File: src/rtl/access_monitor.sv
`default_nettype none
// +--------------------------------------------------------------------------+
// | Module   : access_monitor                                                |
// | Purpose  : Passive observer of the 3-master access controller. Counts    |
// |            grants per master and M1 preemptions of M2/M3, watches how    |
// |            long one owner holds the bus, flags starving requesters and   |
// |            done strobes from masters that do not own the bus.            |
// | Ports    : clk, reset (sync, active-high)                                |
// |            req[2:0], done[2:0]   bit0=M1, bit1=M2, bit2=M3               |
// |            accmodule[1:0]        current owner, 0=none, 1..3=M1..M3      |
// |            clr_stats             clears counters and sticky flags        |
// |            grant_cnt_m1/m2/m3    saturating grant counters               |
// |            int_cnt               saturating M1 preemption counter        |
// |            wdog_pulse/sticky     hold-limit watchdog pulse and flag      |
// |            wdog_module           owner code of the last watchdog trip    |
// |            starve[2:0]           sticky starvation flags                 |
// |            proto_err             sticky done-from-non-owner flag         |
// | Revision : 1.0  initial release                                          |
// +--------------------------------------------------------------------------+
module access_monitor #(
  parameter int CNT_W      = 16,
  parameter int MAX_HOLD   = 64,
  parameter int STARVE_LIM = 32
) (
  input  logic             clk,
  input  logic             reset,
  input  logic [2:0]       req,
  input  logic [2:0]       done,
  input  logic [1:0]       accmodule,
  input  logic             clr_stats,
  output logic [CNT_W-1:0] grant_cnt_m1,
  output logic [CNT_W-1:0] grant_cnt_m2,
  output logic [CNT_W-1:0] grant_cnt_m3,
  output logic [CNT_W-1:0] int_cnt,
  output logic             wdog_pulse,
  output logic             wdog_sticky,
  output logic [1:0]       wdog_module,
  output logic [2:0]       starve,
  output logic             proto_err
);

  localparam int c_hold_w = $clog2(MAX_HOLD + 1);
  localparam int c_wait_w = $clog2(STARVE_LIM + 1);
  localparam logic [c_hold_w-1:0] c_hold_trip = c_hold_w'(MAX_HOLD - 1);
  localparam logic [c_hold_w-1:0] c_hold_max  = '1;
  localparam logic [c_wait_w-1:0] c_wait_lim  = c_wait_w'(STARVE_LIM);
  localparam logic [CNT_W-1:0]    c_cnt_max   = '1;

  typedef enum logic [1:0] {
    MON_IDLE  = 2'd0,
    MON_OWNED = 2'd1,
    MON_TRIP  = 2'd2
  } mon_state_e;

  mon_state_e          state_q, state_d;
  logic [1:0]          prev_owner_q, prev_owner_d;
  // Only M2/M3 completion matters for preemption detection.
  logic [2:1]          prev_done_q, prev_done_d;
  logic [c_hold_w-1:0] hold_q, hold_d;
  logic [CNT_W-1:0]    grant_q [3];
  logic [CNT_W-1:0]    grant_d [3];
  logic [CNT_W-1:0]    int_q, int_d;
  logic [c_wait_w-1:0] wait_q [3];
  logic [c_wait_w-1:0] wait_d [3];
  logic                wdog_pulse_q, wdog_pulse_d;
  logic                wdog_sticky_q, wdog_sticky_d;
  logic [1:0]          wdog_module_q, wdog_module_d;
  logic [2:0]          starve_q, starve_d;
  logic                proto_err_q, proto_err_d;
  logic [2:0]          starve_hit;
  logic [2:0]          done_bad;

  logic w_new_owner;
  logic w_same_owner;
  logic w_prev_owner_done;
  logic w_int_evt;
  logic w_trip;

  assign w_new_owner  = (accmodule != 2'd0) && (accmodule != prev_owner_q);
  assign w_same_owner = (accmodule != 2'd0) && (accmodule == prev_owner_q);
  // prev_owner_q is 2 or 3 whenever this term matters; bit0 selects M3.
  assign w_prev_owner_done = prev_owner_q[0] ? prev_done_q[2] : prev_done_q[1];
  // M1 taking the bus from M2/M3 that had not signalled completion.
  assign w_int_evt = (accmodule == 2'd1) && prev_owner_q[1] && !w_prev_owner_done;
  // hold_d counts owned cycles minus one, so this fires on the
  // MAX_HOLD-th consecutive cycle of the same owner.
  assign w_trip = (state_q == MON_OWNED) && w_same_owner && (hold_d == c_hold_trip);

  // Owner tracking and hold counter.
  always_comb begin
    prev_owner_d = accmodule;
    prev_done_d  = done[2:1];
    hold_d       = '0;
    if (w_same_owner) begin
      hold_d = (hold_q == c_hold_max) ? hold_q : hold_q + 1'b1;
    end
  end

  // Watchdog FSM and its outputs.
  always_comb begin
    state_d       = state_q;
    wdog_pulse_d  = w_trip;
    wdog_sticky_d = w_trip | (wdog_sticky_q & ~clr_stats);
    wdog_module_d = clr_stats ? 2'd0 : wdog_module_q;
    if (w_trip) begin
      wdog_module_d = accmodule;
    end
    unique case (state_q)
      MON_IDLE: begin
        if (accmodule != 2'd0) state_d = MON_OWNED;
      end
      MON_OWNED: begin
        if (accmodule == 2'd0) state_d = MON_IDLE;
        else if (w_trip)       state_d = MON_TRIP;
      end
      MON_TRIP: begin
        if (accmodule == 2'd0) state_d = MON_IDLE;
        else if (w_new_owner)  state_d = MON_OWNED;
      end
      default: state_d = MON_IDLE;
    endcase
  end

  // Statistics counters, starvation and protocol checks.
  always_comb begin
    starve_hit = '0;
    done_bad   = '0;
    for (int i = 0; i < 3; i++) begin
      grant_d[i] = grant_q[i];
      if (clr_stats) begin
        grant_d[i] = '0;
      end else if (w_new_owner && (accmodule == 2'(i + 1)) && (grant_q[i] != c_cnt_max)) begin
        grant_d[i] = grant_q[i] + 1'b1;
      end
      wait_d[i] = '0;
      if (req[i] && (accmodule != 2'(i + 1))) begin
        wait_d[i] = (wait_q[i] == c_wait_lim) ? wait_q[i] : wait_q[i] + 1'b1;
      end
      starve_hit[i] = (wait_d[i] == c_wait_lim);
      done_bad[i]   = done[i] && (accmodule != 2'(i + 1));
    end
    int_d = int_q;
    if (clr_stats) begin
      int_d = '0;
    end else if (w_int_evt && (int_q != c_cnt_max)) begin
      int_d = int_q + 1'b1;
    end
    // A new set event survives a simultaneous clear.
    starve_d    = starve_hit | (clr_stats ? 3'b000 : starve_q);
    proto_err_d = (|done_bad) | (proto_err_q & ~clr_stats);
  end

  always_ff @(posedge clk) begin
    if (reset) begin
      state_q       <= MON_IDLE;
      prev_owner_q  <= '0;
      prev_done_q   <= '0;
      hold_q        <= '0;
      int_q         <= '0;
      wdog_pulse_q  <= 1'b0;
      wdog_sticky_q <= 1'b0;
      wdog_module_q <= '0;
      starve_q      <= '0;
      proto_err_q   <= 1'b0;
      for (int i = 0; i < 3; i++) begin
        grant_q[i] <= '0;
        wait_q[i]  <= '0;
      end
    end else begin
      state_q       <= state_d;
      prev_owner_q  <= prev_owner_d;
      prev_done_q   <= prev_done_d;
      hold_q        <= hold_d;
      int_q         <= int_d;
      wdog_pulse_q  <= wdog_pulse_d;
      wdog_sticky_q <= wdog_sticky_d;
      wdog_module_q <= wdog_module_d;
      starve_q      <= starve_d;
      proto_err_q   <= proto_err_d;
      for (int i = 0; i < 3; i++) begin
        grant_q[i] <= grant_d[i];
        wait_q[i]  <= wait_d[i];
      end
    end
  end

  assign grant_cnt_m1 = grant_q[0];
  assign grant_cnt_m2 = grant_q[1];
  assign grant_cnt_m3 = grant_q[2];
  assign int_cnt      = int_q;
  assign wdog_pulse   = wdog_pulse_q;
  assign wdog_sticky  = wdog_sticky_q;
  assign wdog_module  = wdog_module_q;
  assign starve       = starve_q;
  assign proto_err    = proto_err_q;

endmodule
`default_nettype wire

File: config.mk
export PLATFORM = sky130hd
export DESIGN_NAME = access_monitor
export DESIGN_NICKNAME = d
export VERILOG_FILES = /design/src/rtl/access_monitor.sv
export SDC_FILE = /design/constraint.sdc
export NUM_CORES = 1
export LEC_CHECK = 0
export BUFFER_PORTS_ARGS = -buffer_cell sky130_fd_sc_hd__buf_2
export CAP_MARGIN = 0
export CORE_MARGIN = 2
export CORE_UTILIZATION = 61
export DETAILED_ROUTE_END_ITERATION = 10
export PLACE_DENSITY = 0.85
export SLEW_MARGIN = 20
export SYNTH_ARGS = -nofsm -noshare
export SYNTH_HDL_FRONTEND = slang
export SYNTH_SLANG_ARGS = --single-unit
export TNS_END_PERCENT = 20
File: constraint.sdc
create_clock -name clk -period 6 [get_ports clk]
set_input_delay 0.9 -clock clk [delete_from_list [all_inputs] [get_ports clk]]
set_output_delay 0.9 -clock clk [all_outputs]
set_load 0.01 [all_outputs]
==> impl_metrics.toml <==
[sta]
timing.final.crit_share = 0.372
final_hold_viol_count = 0
drv_slew = 0
slew_headroom = 0.449
fin_crit_ns = 2.23
rsz0062_at_grt = "false"
finalSetupTns_ns = 0
max_freq_mhz = 449
finalSetupViolCount = 0
finClkSkew_ns = 0.0178
worstMarginPinSlew_ns = 0.819

[worst_setup_path]
crit_fanout = 11
path_cells = "buf_2 > nand3b_1 > nor4_1 > nand3_1 > xor2_1 > nor2_1"
crit_type = "in -> reg"
worst-endpoint-arrival_ns = 2.48
critPathSlowestCell = "nor4_1"
endpoint_kind = "flip-flop"
startpoint_type = "input pin"
cpPeakStageDelay_ns = 0.68
cp.required_ns = 6.25
path_delay_family = "simple AND/OR/NAND/NOR gates"
cp_num_buf_inv = 1

[yosys]
synthArstFlopShare = 0
postSynthAreaPerCell_um2 = 8.47
synthTopCellsByArea = "dfxtp_1, nor2_1, xnor2_1"
yosysTopAreaCell = "dfxtp_1"
ys_types = 60
syn_area_mm2 = 0.00504
ys_ff_latch = 103
synthCells = 595
synth_seq_area_share = 0.409
synth_top_area_share = 0.409
synth-edff-count = 0
synth_flop_cell = "dfxtp_1"
ys_warn_count = 0
syn_nets = 617

[die]
ios = 83
fp-row-count = 33
die_w_um = 94.9
die_area_mm2 = 0.00901
floorplan.initialDensity = 0.623
design.core.area_mm2 = 0.00809
die_height_um = 94.9

[final_layout]
drive_gt1_frac = 0.178
num_antenna_cells = 0
final_nets = 690
nFillCells = 666
design_area_mm2 = 0.00569
area_growth_pct = 12.9
final_common_cell = "dfxtp_1"
multi_input_area_mm2 = 0.00285
final_cell_mix = "dfxtp_1, nor2_1, buf_2"
regArea_mm2 = 0.00206
fin_cells = 778

[routing]
drtPass1Iterations = 5
vias = 4533
drt.antenna.violating_nets = 0
drt_iter0_markers = 188
via_per_inst = 5.83
drcViolationCount = 0
wl_per_cell_um = 14.2
wl_um = 11100

[power]
peakVddDrop_v = 0.000159
p_sw_frac = 0.240
comb_power_share = 0.047
clkPwrFrac = 0.345
p_sw_mw = 0.274
leakage_nw = 2.16
p_seq_frac = 0.607
internal-power_mw = 0.871
cellPowerDensity_mw_per_mm2 = 201

[global_routing]
antenna_found_initial = 0
track_usage = 0.243
grt_pass1_vias = 4045
grt_pass1_wl_um = 17700
grt_max_degree = 59
grt_overflow = 0

[cts]
cts_tree = "done"
ctsHoldBuffers = 0
clk_latency_ns = 0.37
htree_levels = 3
post_cts_buffers = 0
cts_sinks = 103
cts.path.max_buffers = 2
clkTransAtPathRegs_ns = 0.10
cts_buffers = 9
root_buffer = "clkbuf_8"
post_cts_resized = 0

[placed_design]
placedCellCount = 761
dpl_cell_area_mm2 = 0.00550
hpwl_um = 8060
port_buffers = 82
place_congestion = 0.867

[outcome]
status = "completed"

[flow_run]
maxCapViolCount = 0

[hold_path]
hold_class = "reg -> reg"
-- cells in the mapped netlist, drive strengths merged, types with 4 or more instances --
master	count
or3	8
o21ai	18
nor3	28
nand4	16
xnor2	32
nor2	90
o211ai	4
and3	10
inv	11
or2	5
ha	11
and4	6
nand2	45
nor2b	7
or4	8
nand3b	6
nand2b	4
nand3	39
xor2	30
and2	6
dfxtp	103
clkbuf	19
a21oi	15
nor4	19
a31oi	7
-- per-layer routing --
layer / global-route usage / routed length (µm) / up-vias
met1: 0.293 / 4880 / 2140
met3: 0.0423 / 511 / 15
li1: - / - / 2272
met5: 0 / 0 / -
met4: 0.0882 / 192 / 0
met2: 0.434 / 5480 / 106
-- metrics by stage --
step | setup slack (ns) | util | power (mW) | hold slack (ns)
floorplan | 3.70 | - | 0.749 | 0.430
global placement | 3.45 | 0.679 | 0.761 | 0.440
detailed placement | 3.41 | 0.679 | 0.764 | 0.458
CTS | 3.77 | 0.701 | 1.15 | 0.466
global route | 3.60 | 0.703 | 1.19 | 0.502
finish | 3.77 | 0.703 | 1.15 | 0.476
-- worst register-to-register path, cell delays in order, from the launching register on --
cell,delay (ns)
dfxtp_1,0.42
ha_1,0.20
inv_1,0.08
or3_1,0.47
o21ai_1,0.61
o311ai_0,0.23
o41ai_1,0.11
-- worst paths after layout --
| path | start | depth (start not counted) | slack, ns | endpoint |
|---|---|---|---|---|
| setup reg to reg | grant_q[0][0] | 6 | 3.79 | grant_q[0][5] |
| setup / recovery | accmodule[1] | 6 | 3.77 | int_cnt[10] |
| hold reg to reg | state_q[1] | 1 | 0.48 | state_q[0] |
| hold / removal | state_q[1] | 1 | 0.48 | state_q[0] |
-- cells by family (layout without fill, tap and decap cells) --
kind of cell / count (synthesis) / after routing / synth area share
XOR/XNOR: 62 / 62 / 0.108
flip-flops: 103 / 103 / 0.409
AO/OA/AOI/OAI: 75 / 75 / 0.100
AND/OR/NAND/NOR: 305 / 305 / 0.316
buffers and inverters: 33 / 111 / 0.0266
multiplexers: 6 / 6 / 0.0134
adder cells (fa/ha/maj): 11 / 11 / 0.0273
-- cell type report --
class                           instances  share of cell area
Clock inverter                          5             0.00593
Sequential cell                       103               0.362
Clock buffer                           11              0.0248
Timing Repair Buffer                   84              0.0769
Inverter                               11             0.00725
Multi-Input combinational cell        459               0.500
Tap cell                              105              0.0231
-- state kept, by name (all words and copies together) (netlist names), 2 cells and up --
| register | cells |
|---|---|
| starve | 3 |
| wait_q | 18 |
| prev_owner_q | 2 |
| state_q | 2 |
| wdog_module | 2 |
| int_cnt | 16 |
| grant_q | 48 |
| hold_q | 7 |
| prev_done_q | 2 |
-- power groups by stage --
stage                     combinational [mW]  sequential (mW)  clock [mW]
final                                 0.0542            0.695       0.395
after detailed placement              0.0523            0.711           0
after global placement                0.0504            0.711           0
after floorplan                       0.0390            0.710           0
after global routing                  0.0603            0.697       0.429
after CTS                             0.0526            0.695       0.403
(Power assumes the default switching activity.)
